### src/rtl/regfile_8x16.sv
// regfile_8x16: DEPTH x WIDTH register file, one write port, two registered read ports.
module regfile_8x16 #(
  parameter int WIDTH   = 16,
  parameter int DEPTH   = 8,
  parameter int AW      = 3,
  parameter int ZERO_R0 = 1,
  parameter int BYPASS  = 1
) (
  input  logic             clk,
  input  logic             rst,
  input  logic             we,
  input  logic [AW-1:0]    waddr,
  input  logic [WIDTH-1:0] wdata,
  input  logic             re_a,
  input  logic [AW-1:0]    raddr_a,
  input  logic             re_b,
  input  logic [AW-1:0]    raddr_b,
  output logic [WIDTH-1:0] rdata_a,
  output logic [WIDTH-1:0] rdata_b,
  output logic [DEPTH-1:0] we_onehot
);
  logic [WIDTH-1:0] regs [DEPTH];
  logic [WIDTH-1:0] rd_a, rd_b;
  always_comb begin
    we_onehot = '0;
    for (int i = 0; i < DEPTH; i++)
      we_onehot[i] = we && waddr == AW'(i) && !(ZERO_R0 != 0 && i == 0);
  end
  // Unmatched addresses (out of range, or R0 when hardwired) fall through to 0.
  always_comb begin
    rd_a = '0;
    rd_b = '0;
    for (int i = 0; i < DEPTH; i++) begin
      if (raddr_a == AW'(i) && !(ZERO_R0 != 0 && i == 0))
        rd_a = (BYPASS != 0 && we_onehot[i]) ? wdata : regs[i];
      if (raddr_b == AW'(i) && !(ZERO_R0 != 0 && i == 0))
        rd_b = (BYPASS != 0 && we_onehot[i]) ? wdata : regs[i];
    end
  end
  always_ff @(posedge clk or posedge rst) begin
    if (rst) begin
      for (int i = 0; i < DEPTH; i++) regs[i] <= '0;
      rdata_a <= '0;
      rdata_b <= '0;
    end else begin
      for (int i = 0; i < DEPTH; i++)
        if (we_onehot[i]) regs[i] <= wdata;
      if (re_a) rdata_a <= rd_a;
      if (re_b) rdata_b <= rd_b;
    end
  end
endmodule

### config.mk
export PLATFORM = sky130hd
export DESIGN_NAME = regfile_8x16
export DESIGN_NICKNAME = d
export VERILOG_FILES = /design/src/rtl/regfile_8x16.sv
export SDC_FILE = /design/constraint.sdc
export NUM_CORES = 1
export LEC_CHECK = 0
export BUFFER_PORTS_ARGS = -buffer_cell sky130_fd_sc_hd__buf_4
export CORE_MARGIN = 2
export CORE_UTILIZATION = 50
export DETAILED_ROUTE_END_ITERATION = 10
export PLACE_DENSITY = 0.72
export RECOVER_POWER = 100
export SLEW_MARGIN = 10
export SYNTH_ARGS = -nofsm -noshare
export SYNTH_HDL_FRONTEND = slang
export SYNTH_SLANG_ARGS = --single-unit
### constraint.sdc
create_clock -name clk -period 13 [get_ports clk]
set_input_delay 1.95 -clock clk [delete_from_list [all_inputs] [get_ports clk]]
set_output_delay 1.95 -clock clk [all_outputs]
set_load 0.005 [all_outputs]
Yosys cells after proc, flatten, opt, wreduce, memory -nomap -nowiden
Cells that the tools add are included.
{"block": "classes", "addsub": 0, "multipliers": 0, "div": 0, "order_cmp": 0, "n_eq_ne": 21, "shift": 0, "muxes": 21, "n_bitwise": 0, "reduce_logical": 7}
{"operator": "$mux W16", "count": 21}
{"operator": "$eq A3 B3 Y1 const B", "count": 12}
{"operator": "$eq A3 B2 Y1 const B", "count": 6}
{"operator": "$eq A3 B1 Y1 const B", "count": 3}
{"operator": "$logic_and A1 B1 Y1", "count": 7}
{"block": "word_totals", "ff_bits": 144, "latch_bits": 0, "mem_bits_rw": 0, "rom_bits": 0, "inputBits": 30, "output_inout_bits": 40, "n_memories": 0}

Longest topological paths before layout
{"block": "depth", "depth_word": 10, "ltp_mapped": 9}

Least setup slack after synthesis
OpenSTA, ideal clock, no wires.
{"block": "synth_path", "path_type": "input -> output", "from": "input port waddr[0]", "to": "output port we_onehot[7]", "arrival_ns": 2.774, "setup_slack_ns": 8.276, "stages": 4, "path_buffers": 2, "cell_sequence": "buf_4 -> nand4_2 -> inv_1 -> clkbuf_1"}
{"block": "synth_via", "elab_chain_len": 2}
{"element": "from (decl)", "line_no": "12", "source": "input logic [AW-1:0] waddr,"}
{"element": "$eq A3 B3 Y1", "line_no": "27", "source": "we_onehot[i] = we && waddr == AW'(i) && !(ZERO_R0 != 0 && i == 0);"}
{"element": "$logic_and A1 B1 Y1", "line_no": "27"}
{"element": "to (decl)", "line_no": "20", "source": "output logic [DEPTH-1:0] we_onehot"}
No other way between the ends.

==> flow_metrics.env <==
export IMPL_path_max_fanout=83
export IMPL_die_w_um=126
export IMPL_fin_setup_tns_ps=0
export IMPL_cts_root_buf="clkbuf_16"
export IMPL_first_global_vias=6290
export IMPL_hold_class="flop to flop"
export IMPL_grt_usage_pct=28.6
export IMPL_gr_total_overflow=0
export IMPL_initial_core_util_pct=51.4
export IMPL_crit_path_start_kind="input port"
export IMPL_synth_edf_count=0
export IMPL_violations="max-capacitance violations, max-slew violations"
export IMPL_synth_top_cells_by_area="dfrtp_1 48%, mux2i_1 7.7%, mux2_2 6.2%, o22ai_1 3.9%, nor2_1 3.4%"
export IMPL_min_to="regs[54]"
export IMPL_ir_worst_vdd_mv=0.0809
export IMPL_worstRegToRegCells=5
export IMPL_dp_hpwl_mm=13.8
export IMPL_post_cts_setup_buffers=0
export IMPL_max_slew_margin_rel_pct=-150
export IMPL_antenna_left=0
export IMPL_postSynthRegisterBits=144
export IMPL_grt_first_pass_wirelength_mm=35.2
export IMPL_powerDensity_nw_per_um2=158
export IMPL_tritoncts="yes"
export IMPL_clock_latency_ps=420
export IMPL_ys_types=61
export IMPL_io_buffers=68
export IMPL_drtIter0Drc=701
export IMPL_syn_instance_count=760
export IMPL_vias=6257
export IMPL_via_per_inst=6.35
export IMPL_dr_pass1_iters=6
export IMPL_seq_area_um2=3600
export IMPL_critPathArrivalTime_ps=6720
export IMPL_r2r_start="regs[18]"
export IMPL_yosysTopAreaCellShare_pct=48.1
export IMPL_hold_buffers=0
export IMPL_r2r_slack_ps=11460
export IMPL_post_drt_wl_per_cell_um=22.7
export IMPL_netlist_top_cells_count="144 x dfrtp_1, 68 x nor2_1, 67 x nand2_1"
export IMPL_hold_depth=1
export IMPL_yosysTopAreaCell="dfrtp_1"
export IMPL_synthArstFlopShare_pct=100
export IMPL_clock_sinks=144
export IMPL_cts_buffer_depth=2
export IMPL_power_leakage_uw=0.00397
export IMPL_fin_skew_ps=7.29
export IMPL_rsz0062_at_grt="no"
export IMPL_finalPower_uw=1330
export IMPL_io_pins=70
export IMPL_rows=44
export IMPL_tightest_slew_ps=3740
export IMPL_antenna_found_initial=1
export IMPL_cap_violations=5
export IMPL_final_cell_count_no_fill=985
export IMPL_yosysMostFrequentCell="dfrtp_1"
export IMPL_setup_viol=0
export IMPL_drive_gt1_share_pct=14.5
export IMPL_gp_congestion=0.878
export IMPL_timing_fmax_mhz=144
export IMPL_r2r_end="rdata_a[2]"
export IMPL_antenna_cells=0
export IMPL_ys_warnings_count=0
export IMPL_grt_max_degree=84
export IMPL_required_ps=12780
export IMPL_dp_cells=953
export IMPL_multi_input_area_um2=3270
export IMPL_numCtsBuffers=17
export IMPL_cts_resized=0
export IMPL_cts_max_level=4
export IMPL_ys_flop_type="dfrtp_1"
export IMPL_min_from="regs[54]"
export IMPL_period_minus_slack_ps=6940
export IMPL_drc=0
export IMPL_ys_seq_area_share_pct=48.1
export IMPL_nNetsFinal=818
export IMPL_die_h_um=126
export IMPL_drt_wl_total_mm=22.3
export IMPL_fillers=1257
export IMPL_timing_final_hold_violations=0
export IMPL_drv_slew=204
export IMPL_worstSetupPathType="input port to async pin"
export IMPL_status="finished, violations left"
export IMPL_area_growth_pct=12.7
export IMPL_synth_avg_cell_area_um2=9.86
export IMPL_period_share_pct=53.4
export IMPL_die_area_um2=16000
export IMPL_syn_nets=790
export IMPL_core_um2=14600
export IMPL_path_clk_slew_ps=60
export IMPL_netlist_area_um2=7500
export IMPL_crit_path_end_kind="async pin"
[worst max path at each step]
| stage | to | slack [ps] | startpoint |
|---|---|---|---|
| after floorplan | rdata_a[0] | 7180 | rst |
| after CTS | we_onehot[7] | 7590 | waddr[0] |
| after global routing | regs[95] | 4990 | rst |
| after detailed placement | we_onehot[7] | 7600 | waddr[0] |
| final | regs[5] | 6060 | rst |
| after global placement | we_onehot[7] | 7640 | waddr[0] |
[flip-flops by register name (all words and copies together), names as in the netlist]
signal	cells
regs	112
rdata_a	16
rdata_b	16
[cells by family (layout without fill, tap and decap cells)]
group                  after synthesis  after routing  share of synthesized area [%]
AO/OA/AOI/OAI                      178            178                           15.8
XOR/XNOR                             2              2                          0.234
buffers and inverters              131            172                           7.96
flip-flops                         144            144                           48.1
multiplexers                       107            107                           15.7
other                                1              1                         0.0500
AND/OR/NAND/NOR                    197            197                           12.2
[worst max-delay path: stages]
cell        delay [ps]
clkbuf_4           110
clkinvlp_2        2080
clkbuf_1          2500
[metal layers]
| metal | global-route usage [%] | share of wire [%] |
|---|---|---|
| met1 | 38.5 | 41 |
| met2 | 44.3 | 47 |
| met3 | 6.75 | 8.5 |
| met4 | 13.1 | 3.3 |
| met5 | 0 | 0.054 |
[layout by cell type, fill, tap and decap left out, types with 3 or more instances in the layout]
master / instances
a211o_1: 7
a211oi_1: 4
a21oi_1: 31
a221oi_1: 6
a22oi_1: 5
a31oi_1: 9
buf_4: 28
clkbuf_1: 14
clkbuf_16: 17
clkbuf_4: 38
clkbuf_8: 3
clkinv_2: 4
dfrtp_1: 144
inv_1: 65
mux2_1: 31
mux2_2: 12
mux2i_1: 60
nand2_1: 67
nand2b_1: 16
nand3_1: 3
nor2_1: 68
nor2b_1: 4
nor3_1: 22
o211ai_1: 4
o21ai_0: 30
o221ai_1: 18
o22ai_1: 47
or2_2: 3
[layout make-up]
cell class                 count  share of cell area [%]
tap                          184                    2.72
timing repair buffer          74                    6.22
clock inverter                 6                   0.947
sequential                   144                    42.6
inverter                      66                    2.95
clock buffer                  26                    5.79
multi-input combinational    485                    38.7
[stage by stage]
step           worst slack [ps]  utilization [%]  area [um2]  hold slack, ps
2_1_floorplan              7180                -        7500             454
3_3_place_gp               7640             54.4        7940             475
3_5_place_dp               7600             54.4        7940             484
4_1_cts                    7590             58.3        8510             499
5_1_grt                    4990             57.9        8450             522
6_report                   6060             57.9        8450             490
[power by group]
part           internal [uW]  total (uW)  leakage (uW)  switching, uW
Sequential               540         581       0.00174           40.1
Combinational            114         278       0.00195            164
Clock                    296         474      0.000282            178
Total                    951        1330       0.00397            382
Power figures use the tool's default switching activity.
